$ cat src/rtl/spi_ctrl_pkg.sv
// spi_ctrl_pkg: shared types and constants for the SPI register-write controller.
//   state_t      : controller FSM states
//   FRAME_W      : serial frame width (R/W + 7-bit address + 8-bit data)
//   ADDR_*       : register addresses of the companion spi_peripheral
//   make_frame() : packs request fields into the on-wire frame order
package spi_ctrl_pkg;

    localparam int FRAME_W = 16;

    localparam logic [6:0] ADDR_EN_OUT_7_0  = 7'h00;
    localparam logic [6:0] ADDR_EN_OUT_15_8 = 7'h01;
    localparam logic [6:0] ADDR_EN_PWM_7_0  = 7'h02;
    localparam logic [6:0] ADDR_EN_PWM_15_8 = 7'h03;
    localparam logic [6:0] ADDR_PWM_DUTY    = 7'h04;

    typedef enum logic [1:0] {
        IDLE,
        SHIFT,
        HOLD,
        GAP
    } state_t;

    function automatic logic [FRAME_W-1:0] make_frame(input logic       rw,
                                                      input logic [6:0] addr,
                                                      input logic [7:0] wdata);
        return {rw, addr, wdata};
    endfunction

endpackage

$ cat src/rtl/spi_ctrl_if.sv
// spi_ctrl_if: request handshake plus SPI pins of the controller.
//   start/rw/addr/wdata : request from the issuing logic
//   ready/done/rx_data  : status back to the issuing logic
//   ncs/sclk/copi       : SPI outputs toward the peripheral
//   cipo                : SPI input from the peripheral
// Modports: slave = the controller, master = the requesting side / harness.
interface spi_ctrl_if;
    import spi_ctrl_pkg::*;

    logic               start;
    logic               rw;
    logic [6:0]         addr;
    logic [7:0]         wdata;
    logic               ready;
    logic               done;
    logic [FRAME_W-1:0] rx_data;
    logic               ncs;
    logic               sclk;
    logic               copi;
    logic               cipo;

    modport slave (
        input  start, rw, addr, wdata, cipo,
        output ready, done, rx_data, ncs, sclk, copi
    );

    modport master (
        output start, rw, addr, wdata, cipo,
        input  ready, done, rx_data, ncs, sclk, copi
    );

endinterface

$ cat src/rtl/spi_ctrl_clkgen.sv
// spi_ctrl_clkgen: SCLK generator for the SPI controller.
//   clk, rst_n : system clock, synchronous active-low reset
//   en         : run the half-period counter (controller in SHIFT)
//   rise_stb   : high in the cycle whose closing edge raises sclk
//   fall_stb   : high in the cycle whose closing edge lowers sclk
//   sclk       : registered serial clock, idle low
module spi_ctrl_clkgen #(
    parameter int CLK_DIV = 4
) (
    input  logic clk,
    input  logic rst_n,
    input  logic en,
    output logic rise_stb,
    output logic fall_stb,
    output logic sclk
);

    logic [7:0] cnt_q;
    logic       tick;

    // Counter is cleared while disabled, so the first toggle lands
    // exactly CLK_DIV edges after enable.
    assign tick     = en && (cnt_q == 8'(CLK_DIV - 1));
    assign rise_stb = tick && !sclk;
    assign fall_stb = tick && sclk;

    always_ff @(posedge clk) begin
        if (!rst_n) begin
            cnt_q <= '0;
            sclk  <= 1'b0;
        end else if (!en) begin
            cnt_q <= '0;
            sclk  <= 1'b0;
        end else if (tick) begin
            cnt_q <= '0;
            sclk  <= ~sclk;
        end else begin
            cnt_q <= cnt_q + 8'd1;
        end
    end

endmodule

$ cat src/rtl/spi_controller.sv
// spi_controller: SPI mode-0 initiator issuing 16-bit register-write frames.
//   clk, rst_n : system clock, synchronous active-low reset
//   bus        : spi_ctrl_if.slave (start/rw/addr/wdata in, ready/done/rx_data
//                out, ncs/sclk/copi out, cipo in)
// Parameters: CLK_DIV (SCLK half-period, 2..255), GAP_CYCLES (nCS-high gap, 1..255).
// Optional feature macro: SPI_CTRL_CIPO_EN builds the CIPO capture register;
// without it rx_data is tied to zero.
module spi_controller
    import spi_ctrl_pkg::*;
#(
    parameter int CLK_DIV    = 4,
    parameter int GAP_CYCLES = 4
) (
    input logic       clk,
    input logic       rst_n,
    spi_ctrl_if.slave bus
);

    if (CLK_DIV < 2 || CLK_DIV > 255) begin : g_bad_clk_div
        $error("spi_controller: CLK_DIV must be in 2..255");
    end
    if (GAP_CYCLES < 1 || GAP_CYCLES > 255) begin : g_bad_gap
        $error("spi_controller: GAP_CYCLES must be in 1..255");
    end

    state_t             state_q, state_d;
    logic [FRAME_W-1:0] sr_q;
    logic [4:0]         bit_cnt_q;
    logic [7:0]         tmr_q;
    logic               ncs_q;
    logic               copi_q;
    logic               done_q;

    logic               rise_stb, fall_stb, sclk_w;
    logic               accept, hold_end, gap_end;

    spi_ctrl_clkgen #(.CLK_DIV(CLK_DIV)) u_clkgen (
        .clk      (clk),
        .rst_n    (rst_n),
        .en       (state_q == SHIFT),
        .rise_stb (rise_stb),
        .fall_stb (fall_stb),
        .sclk     (sclk_w)
    );

    always_comb begin
        state_d  = state_q;
        accept   = 1'b0;
        hold_end = 1'b0;
        gap_end  = 1'b0;
        case (state_q)
            IDLE: begin
                if (bus.start) begin
                    accept  = 1'b1;
                    state_d = SHIFT;
                end
            end
            SHIFT: begin
                if (fall_stb && bit_cnt_q == 5'd15)
                    state_d = HOLD;
            end
            HOLD: begin
                // Keeps nCS low one half-period after the last falling edge.
                if (tmr_q == 8'(CLK_DIV - 1)) begin
                    hold_end = 1'b1;
                    state_d  = GAP;
                end
            end
            GAP: begin
                if (tmr_q == 8'(GAP_CYCLES - 1)) begin
                    gap_end = 1'b1;
                    state_d = IDLE;
                end
            end
            default: state_d = IDLE;
        endcase
    end

    // Outputs are updated on the transition edges themselves so that nCS
    // falls and COPI shows bit 15 on the acceptance edge, and COPI changes
    // on the same edge that drops SCLK.
    always_ff @(posedge clk) begin
        if (!rst_n) begin
            state_q   <= IDLE;
            sr_q      <= '0;
            bit_cnt_q <= '0;
            tmr_q     <= '0;
            ncs_q     <= 1'b1;
            copi_q    <= 1'b0;
            done_q    <= 1'b0;
        end else begin
            state_q <= state_d;
            done_q  <= gap_end;

            if (accept) begin
                sr_q      <= make_frame(bus.rw, bus.addr, bus.wdata);
                bit_cnt_q <= '0;
                ncs_q     <= 1'b0;
                copi_q    <= bus.rw;
            end else if (fall_stb) begin
                sr_q      <= {sr_q[FRAME_W-2:0], 1'b0};
                bit_cnt_q <= bit_cnt_q + 5'd1;
                copi_q    <= sr_q[FRAME_W-2];
            end

            if (hold_end) begin
                ncs_q  <= 1'b1;
                copi_q <= 1'b0;
            end

            if (state_d != state_q)
                tmr_q <= '0;
            else if (state_q == HOLD || state_q == GAP)
                tmr_q <= tmr_q + 8'd1;
        end
    end

    assign bus.ready = (state_q == IDLE);
    assign bus.done  = done_q;
    assign bus.ncs   = ncs_q;
    assign bus.sclk  = sclk_w;
    assign bus.copi  = copi_q;

`ifdef SPI_CTRL_CIPO_EN
    logic [FRAME_W-1:0] rx_sh_q;
    logic [FRAME_W-1:0] rx_q;

    // rx_data only moves in the done cycle so readers see a whole frame.
    always_ff @(posedge clk) begin
        if (!rst_n) begin
            rx_sh_q <= '0;
            rx_q    <= '0;
        end else begin
            if (accept)
                rx_sh_q <= '0;
            else if (rise_stb)
                rx_sh_q <= {rx_sh_q[FRAME_W-2:0], bus.cipo};
            if (gap_end)
                rx_q <= rx_sh_q;
        end
    end

    assign bus.rx_data = rx_q;
`else
    logic unused_cipo;
    logic unused_rise;
    assign unused_cipo = bus.cipo;
    assign unused_rise = rise_stb;
    assign bus.rx_data = '0;
`endif

endmodule

$ cat src/flat_wrapper.sv
// flat-port wrapper written by rule: the top's interface ports become plain ports
module spi_controller_flat import spi_ctrl_pkg::*;
#(
    parameter int CLK_DIV    = 4,
    parameter int GAP_CYCLES = 4
)
  (clk, rst_n, bus_start, bus_rw, bus_addr, bus_wdata, bus_cipo, bus_ready, bus_done, bus_rx_data, bus_ncs, bus_sclk, bus_copi);
  spi_ctrl_if bus_i ();
  input logic clk;
  input logic rst_n;
  input wire logic [$bits(bus_i.start)-1:0] bus_start;
  input wire logic [$bits(bus_i.rw)-1:0] bus_rw;
  input wire logic [$bits(bus_i.addr)-1:0] bus_addr;
  input wire logic [$bits(bus_i.wdata)-1:0] bus_wdata;
  input wire logic [$bits(bus_i.cipo)-1:0] bus_cipo;
  output wire logic [$bits(bus_i.ready)-1:0] bus_ready;
  output wire logic [$bits(bus_i.done)-1:0] bus_done;
  output wire logic [$bits(bus_i.rx_data)-1:0] bus_rx_data;
  output wire logic [$bits(bus_i.ncs)-1:0] bus_ncs;
  output wire logic [$bits(bus_i.sclk)-1:0] bus_sclk;
  output wire logic [$bits(bus_i.copi)-1:0] bus_copi;
  assign bus_i.start = bus_start;
  assign bus_i.rw = bus_rw;
  assign bus_i.addr = bus_addr;
  assign bus_i.wdata = bus_wdata;
  assign bus_i.cipo = bus_cipo;
  assign bus_ready = bus_i.ready;
  assign bus_done = bus_i.done;
  assign bus_rx_data = bus_i.rx_data;
  assign bus_ncs = bus_i.ncs;
  assign bus_sclk = bus_i.sclk;
  assign bus_copi = bus_i.copi;
  spi_controller #(.CLK_DIV(CLK_DIV), .GAP_CYCLES(GAP_CYCLES)) u_core (.clk(clk), .rst_n(rst_n), .bus(bus_i));
endmodule
$ cat config.mk
export PLATFORM = sky130hd
export DESIGN_NAME = spi_controller_flat
export DESIGN_NICKNAME = d
export VERILOG_FILES = /design/src/rtl/spi_ctrl_pkg.sv /design/src/rtl/spi_ctrl_if.sv /design/src/rtl/spi_ctrl_clkgen.sv /design/src/rtl/spi_controller.sv /design/src/flat_wrapper.sv
export SDC_FILE = /design/constraint.sdc
export NUM_CORES = 1
export LEC_CHECK = 0
export CORE_MARGIN = 4
export CORE_UTILIZATION = 54
export DETAILED_ROUTE_END_ITERATION = 6
export GPL_ROUTABILITY_DRIVEN = 0
export GPL_TIMING_DRIVEN = 0
export HOLD_SLACK_MARGIN = 0.05
export PLACE_DENSITY = 0.83
export SYNTH_ARGS = -nofsm -noshare
export SYNTH_HDL_FRONTEND = slang
export SYNTH_HIERARCHICAL = 1
export SYNTH_SLANG_ARGS = --single-unit
export TNS_END_PERCENT = 10
$ cat constraint.sdc
create_clock -name clk -period 6.4 [get_ports clk]
set_input_delay 1.28 -clock clk [delete_from_list [all_inputs] [get_ports clk]]
set_output_delay 1.28 -clock clk [all_outputs]
set_load 0.005 [all_outputs]
==> results of run 1 <==
==> path summary, 6_finish.rpt <==
| path | from | end | slack [ps] | depth (start not counted) |
|---|---|---|---|---|
| hold / removal | u_core/u_clkgen/cnt_q[0] | u_core/u_clkgen/cnt_q[0] | 480 | 1 |
| setup reg to reg | u_core/state_q[0] | u_core/bit_cnt_q[3] | 3890 | 9 |
| hold reg to reg | u_core/u_clkgen/cnt_q[0] | u_core/u_clkgen/cnt_q[0] | 480 | 1 |
| setup / recovery | u_core/state_q[1] | bus_ready | 3480 | 3 |
==> where the power goes <==
| part | internal, uW | switching (uW) |
|---|---|---|
| Sequential | 270 | 4.98 |
| Clock | 73.1 | 84.7 |
| Combinational | 29.1 | 23.8 |
==> worst reg2reg max path, cell delays in order (launching register included) <==
cell and delay, ps:
sky130_fd_sc_hd__dfxtp_1 310, sky130_fd_sc_hd__clkbuf_1 310, sky130_fd_sc_hd__nor2b_1 230, sky130_fd_sc_hd__nor4b_2 350, sky130_fd_sc_hd__and3_1 210, sky130_fd_sc_hd__buf_2 170, sky130_fd_sc_hd__clkbuf_1 420, sky130_fd_sc_hd__nand4_1 180
sky130_fd_sc_hd__xor2_1 160, sky130_fd_sc_hd__nor2_1 50
==> sequential cells by signal, indices dropped and copies added, names as in the netlist <==
register               count
u_core/bit_cnt_q           5
u_core/sr_q               15
u_core/bus.done            1
u_core/tmr_q               8
u_core/bus.ncs             1
u_core/state_q             2
u_core/bus.copi            1
u_core/u_clkgen/sclk       1
u_core/u_clkgen/cnt_q      8
==> layout make-up <==
class | count | area, um^2
flip-flops and latches | 42 | 840.8
clock inverters | 2 | 10.01
clock buffers | 5 | 68.82
fillers | 291 | 1040
inverters | 5 | 18.77
multi-input cells | 159 | 1033
plain buffers | 27 | 168.9
well taps | 46 | 57.56
repair buffers | 23 | 230.2
==> per-layer routing <==
layer	GRT usage	up-vias
met5	0	-
met4	0.07299	0
met3	0.06645	5
met2	0.2929	34
met1	0.2087	712
li1	-	832
==> metrics by stage <==
stage	area, um^2	setup WS (ps)
6_report	2429	3483
5_1_grt	2429	3401
4_1_cts	2429	3463
3_5_place_dp	2350	3466
3_3_place_gp	2350	3482
2_1_floorplan	2062	4102
==> summary.md, run 1 <==
| Metric | Value |
|---|---|
| Run status | `finished, final reports clean` |
| Total via count after detailed routing | `1583` |
| Fin Setup TNS | `0 ps` |
| Sum of routed wire length over all layers | `3.728 mm` |
| Initial antenna violation count | `0` |
| Area delta synth->final | `21.09%` |
| Min Clock Period, post-route | `2917 ps` |
| I/O pin total | `41` |
| Worst path max stage delay | `470 ps` |
| Commonest cells after routing, fill and taps aside | `42 x sky130_fd_sc_hd__dfxtp_1, 27 x sky130_fd_sc_hd__nor2_1, 23 x sky130_fd_sc_hd__clkdlybuf4s50_1, 18 x sky130_fd_sc_hd__a211oi_1, 17 x sky130_fd_sc_hd__mux2i_1` |
| Congestion Overflow GR | `0` |
| Clock Skews | `5.549 ps` |
| Most common cell after layout, fill and taps aside | `sky130_fd_sc_hd__dfxtp_1` |
| Iteration-0 DRC count of the detailed router | `95` |
| Diodes inserted | `0` |
| Fin crit share | `0.4557` |
| Data required time of the worst path | `5120 ps` |
| Final worst hold slack | `481.7 ps` |
| Routed wire per std cell | `12.06 um` |
| Highest fanout seen on the critical path | `10` |
| Power, Total | `486.2 uW` |
| Clock tree from TritonCTS | `done` |
| Slew of the pin with the lowest slew margin | `505.8 ps` |
| Routed wl met2 | `1.766 mm` |
| Cell at the root of the clock tree | `sky130_fd_sc_hd__clkbuf_8` |
| Hold crit path type | `reg2reg` |
| Worst supply voltage drop on vdd | `0.1458 mV` |
| DPL Wire Length | `2.805 mm` |
| Core area | `3468 um^2` |
| Crit-path leading delay family | `buffers and inverters` |
| Category of the most critical setup path | `reg2out` |
| Met3 wire length | `253 um` |
| Number of buffers and inverters on the critical path | `2` |
| Cell Chain, Critical Path | `buf_1 -> nor2_1 -> clkdlybuf4s50_1` |
| Netlist area before placement | `2006 um^2` |
| Total power density per cell area | `200.2 nW/um^2` |
| Total number of yosys warnings | `6` |
| Rel. slew slack | `0.6628` |
| Via-per-instance ratio | `5.123` |
| Starting density of the core | `0.5783` |
| Pin count of the biggest net entering global routing | `13` |
| Die area | `4753 um^2` |
| Number of nets still failing antenna checks after routing | `0` |
| Die width | `68.95 um` |
| Layout Nets | `287` |
| Count of endpoints failing hold in the final timing report | `0` |
| Final setup violation count | `0` |
| Crit. End Element | `primary output` |
| Number of global-route vias before repair | `1401` |
| Worst EP arrival | `1640 ps` |
| # DRC | `0` |
| Critical Path Slowest Stage Cell | `sky130_fd_sc_hd__clkdlybuf4s50_1` |
| Aggregate global-route resource usage | `0.1784` |
| # clock sinks | `42` |
| Insertion delay of the later-clocked pin in the worst-skew pair | `290 ps` |
| Launching element type of the critical path | `flip-flop` |
| Port-buffer cells | `23` |
| Number of cells after detailed placement | `302` |
| Count of pins over their slew limit | `0` |
| Clock transition time at the flip-flop clock pins of the worst setup and hold paths | `70 ps` |
| DR pass1 iterations | `4` |
| Reported max-cap violation count | `0` |
| Cell count after synthesis | `218` |
| Count of placed standard cells in the final layout, fillers left out | `309` |
| Setup repair after global routing missed its margin | `no` |
| DRT met1 WL | `1.643 mm` |
| Global-route wire length before repair | `6.230 mm` |
| Longest Clk Path Bufs | `2` |
| Cells resized by post-CTS repair | `0` |
| Post-CTS Hold Fix Bufs | `0` |
| Inserted Clock Buffers | `5` |
| Layout cells sized above 1 | `0.1369` |
| Vertical die dimension | `68.95 um` |
| Avg Synthesized Cell Area | `9.200 um^2` |
| H-tree level count | `2` |
| Buffers inserted by post-CTS timing repair | `0` |
| Top routing layer used | `met4` |
| Timing-limited maximum frequency | `0.3428 GHz` |
| Leakage power summed over all cells | `0.0009210 uW` |
| Util after Layout | `0.7002` |
| Number of placement rows | `21` |
(Power assumes the default switching activity.)
==> run 2, diff against run 1 <==
--- a/config.mk
+++ b/config.mk
@@ -6,12 +6,12 @@
 export NUM_CORES = 1
 export LEC_CHECK = 0
 export CORE_MARGIN = 4
-export CORE_UTILIZATION = 54
+export CORE_UTILIZATION = 46
 export DETAILED_ROUTE_END_ITERATION = 6
 export GPL_ROUTABILITY_DRIVEN = 0
 export GPL_TIMING_DRIVEN = 0
 export HOLD_SLACK_MARGIN = 0.05
-export PLACE_DENSITY = 0.83
+export PLACE_DENSITY = 0.76
 export SYNTH_ARGS = -nofsm -noshare
 export SYNTH_HDL_FRONTEND = slang
 export SYNTH_HIERARCHICAL = 1
==> constraint.sdc (replaced) <==
create_clock -name clk -period 2.5 [get_ports clk]
set_input_delay 0.5 -clock clk [delete_from_list [all_inputs] [get_ports clk]]
set_output_delay 0.5 -clock clk [all_outputs]
set_load 0.005 [all_outputs]
==> run 2 against run 1 <==
Effect of this change: die area is 15% higher; flip-flop and latch count stayed put; first-iteration DRC count is 13% higher; via count hardly changed; worst setup slack worse by 3200 ps; largest cell class unchanged; largest power group unchanged.
==> summary.md, run 2 (synthesis gave the netlist of run 1 again) <==
| Metric | Value |
|---|---|
| Initial antenna violation count | `0 (unchanged)` |
| Port-buffer cells | `23 (unchanged)` |
| Critical Path Sink | `u_core/sr_q[12]` |
| Total power density per cell area | `510.1 nW/um^2 (+150%)` |
| Core area | `4115 um^2 (+19%)` |
| Run status | `finished, final reports clean` |
| Leakage power summed over all cells | `0.0009178 uW (-0.34%)` |
| Inserted Clock Buffers | `5 (unchanged)` |
| Iteration-0 DRC count of the detailed router | `107 (+13%)` |
| Cell count of the worst reg-to-reg path | `8 (-1)` |
| Number of fillers in the final layout | `361 (+24%)` |
| Via-per-instance ratio | `5.071 (-1.0%)` |
| Category of the most critical setup path | `reg2reg` |
| Critical Path Slowest Stage Cell | `sky130_fd_sc_hd__dfxtp_1` |
| DR pass1 iterations | `4 (unchanged)` |
| Data required time of the worst path | `2650 ps (-2470 ps)` |
| Area delta synth->final | `21.09% (unchanged)` |
| Number of nets still failing antenna checks after routing | `0 (unchanged)` |
| Hold crit path type | `reg2reg` |
| # DRC | `0 (unchanged)` |
| Worst R2R Start | `u_core/state_q[1]` |
| Die width | `74.03 um (+7.4%)` |
| Top reg by flops | `u_core/sr_q` |
| Count of endpoints failing hold in the final timing report | `0 (unchanged)` |
| Congestion Overflow GR | `0 (unchanged)` |
| DPL Wire Length | `2.799 mm (-0.22%)` |
| Insertion delay of the later-clocked pin in the worst-skew pair | `290 ps (about the same)` |
| Crit. End Element | `flip-flop` |
| End of the worst register-to-register path | `u_core/sr_q[12]` |
| Worst path max stage delay | `340 ps (-130 ps)` |
| Fin crit share | `0.9053` |
| Final setup violation count | `0 (unchanged)` |
| Timing-limited maximum frequency | `0.4419 GHz` |
| H-tree level count | `2 (unchanged)` |
| Final worst hold slack | `475.6 ps (-6.119 ps)` |
| Vertical die dimension | `74.03 um (+7.4%)` |
| Number of placement rows | `23 (+9.5%)` |
| Most common cell after layout, fill and taps aside | `sky130_fd_sc_hd__dfxtp_1` |
| Min Clock Period, post-route | `2263 ps` |
| Layout cells sized above 1 | `0.1336 (-0.003294)` |
| Clock tree from TritonCTS | `done` |
| # clock sinks | `42 (unchanged)` |
| Worst EP arrival | `2420 ps (+780 ps)` |
| Routed wire per std cell | `11.88 um (-1.6%)` |
| Flop2flop setup slack | `240 ps (-3650 ps)` |
| Sum of routed wire length over all layers | `3.705 mm (-0.62%)` |
| Pin count of the biggest net entering global routing | `12 (-1)` |
| Number of global-route vias before repair | `1458 (+4.1%)` |
| Largest registers in the final layout | `u_core/sr_q: 15 flops, u_core/tmr_q: 8 flops, u_core/u_clkgen/cnt_q: 8 flops` |
| Die area | `5480 um^2 (+15%)` |
| Highest fanout seen on the critical path | `10 (unchanged)` |
| Cell Chain, Critical Path | `buf_1 -> nor2b_1 -> nor4b_2 -> and3_1 -> buf_2 -> buf_2 -> mux2i_1 -> a211oi_1` |
| Setup repair after global routing missed its margin | `no` |
| Fin Setup TNS | `0 ps (unchanged)` |
| Commonest cells after routing, fill and taps aside | `42 x sky130_fd_sc_hd__dfxtp_1, 27 x sky130_fd_sc_hd__nor2_1, 23 x sky130_fd_sc_hd__clkdlybuf4s50_1, 18 x sky130_fd_sc_hd__a211oi_1, 17 x sky130_fd_sc_hd__mux2i_1` |
| Worst supply voltage drop on vdd | `0.3022 mV (+110%)` |
| Global-route wire length before repair | `6.417 mm (+3.0%)` |
| Layout Nets | `286 (-0.35%)` |
| Longest Clk Path Bufs | `2 (unchanged)` |
| Clock transition time at the flip-flop clock pins of the worst setup and hold paths | `70 ps (about the same)` |
| Critical path startpoint | `u_core/state_q[1]` |
| Cell at the root of the clock tree | `sky130_fd_sc_hd__clkbuf_8` |
| Clock Skews | `8.010 ps (+2.460 ps)` |
| Launching element type of the critical path | `flip-flop` |
| Starting density of the core | `0.4874 (-0.09090)` |
| Power, Total | `1239 uW (+150%)` |
| Aggregate global-route resource usage | `0.1503 (-0.02809)` |
| I/O pin total | `41 (unchanged)` |
| Critical Path Most Common Cell | `sky130_fd_sc_hd__buf_2` |
| Flip-flop count of the largest register after layout | `15 (unchanged)` |
| Count of pins over their slew limit | `0 (unchanged)` |
| Reported max-cap violation count | `0 (unchanged)` |
| Diodes inserted | `0 (unchanged)` |
| Buffers inserted by post-CTS timing repair | `0 (unchanged)` |
| Total via count after detailed routing | `1582 (-0.063%)` |
[run 2: area by class of cell]
type | instances | area (um^2) | share of cell area
well taps | 50 | 62.56 | 0.02576
clock buffers | 7 | 76.32 | 0.03143
plain buffers | 26 | 166.4 | 0.06852
multi-input cells | 159 | 1033 | 0.4256
inverters | 5 | 18.77 | 0.007728
repair buffers | 23 | 230.2 | 0.09480
flip-flops and latches | 42 | 840.8 | 0.3462
[run 2: timing repair]
action,in CTS,in global routing
gates resized for setup,0,2
hold buffers,0,0
endpoints found under the setup margin,0,27
[run 2: per-layer routing]
metal	global-route usage	wire (um)	up-vias	part of all wire
met5	0	0	-	0
met4	0.04829	24	0	0.0065
met3	0.05270	251	3	0.068
met2	0.2382	1712	35	0.46
met1	0.1917	1717	711	0.46
li1	-	-	833	-
[run 2: worst min path at each step]
stage,from,end,cells after the start
after CTS,u_core/bus.ncs,u_core/bus.ncs,1
after global placement,u_core/bus.ncs,u_core/bus.ncs,1
after detailed placement,u_core/bus.ncs,u_core/bus.ncs,1
after floorplan,u_core/u_clkgen/cnt_q[0],u_core/u_clkgen/cnt_q[0],1
final,u_core/bus.ncs,u_core/bus.ncs,1
after global routing,u_core/bus.ncs,u_core/bus.ncs,1
[run 2: worst max-delay path, delay by kind of cell (launching register included)]
| family | cells | cell delay, ps |
|---|---|---|
| buf+inv | 3 | 700 |
| flops | 1 | 340 |
| simple gates | 3 | 750 |
| compound gates | 1 | 90 |
| mux | 1 | 240 |
[run 2: power breakdown]
group / internal (uW) / total, uW / switching [uW]
Combinational: 74.3 / 133 / 58.9
Clock: 192 / 398 / 206
Sequential: 693 / 708 / 15.4
[run 2: stage by stage]
step           worst slack, ps  cells    util  instance area [um^2]
4_1_cts                  14.19    313  0.5908                  2431
3_5_place_dp             39.20    306  0.5722                  2355
6_report                 236.8    312  0.5901                  2429
2_1_floorplan            345.1    233       -                  2062
5_1_grt                  24.97    312  0.5901                  2429
3_3_place_gp             51.84    306  0.5722                  2355
==> run 3, diff against run 2 <==
--- a/config.mk
+++ b/config.mk
@@ -7,6 +7,7 @@
 export LEC_CHECK = 0
 export CORE_MARGIN = 4
 export CORE_UTILIZATION = 46
+export CTS_CLUSTER_DIAMETER = 60
 export DETAILED_ROUTE_END_ITERATION = 6
 export GPL_ROUTABILITY_DRIVEN = 0
 export GPL_TIMING_DRIVEN = 0
==> results of run 3 <==
Final layout, timing and power as in run 2 (identical DEF).
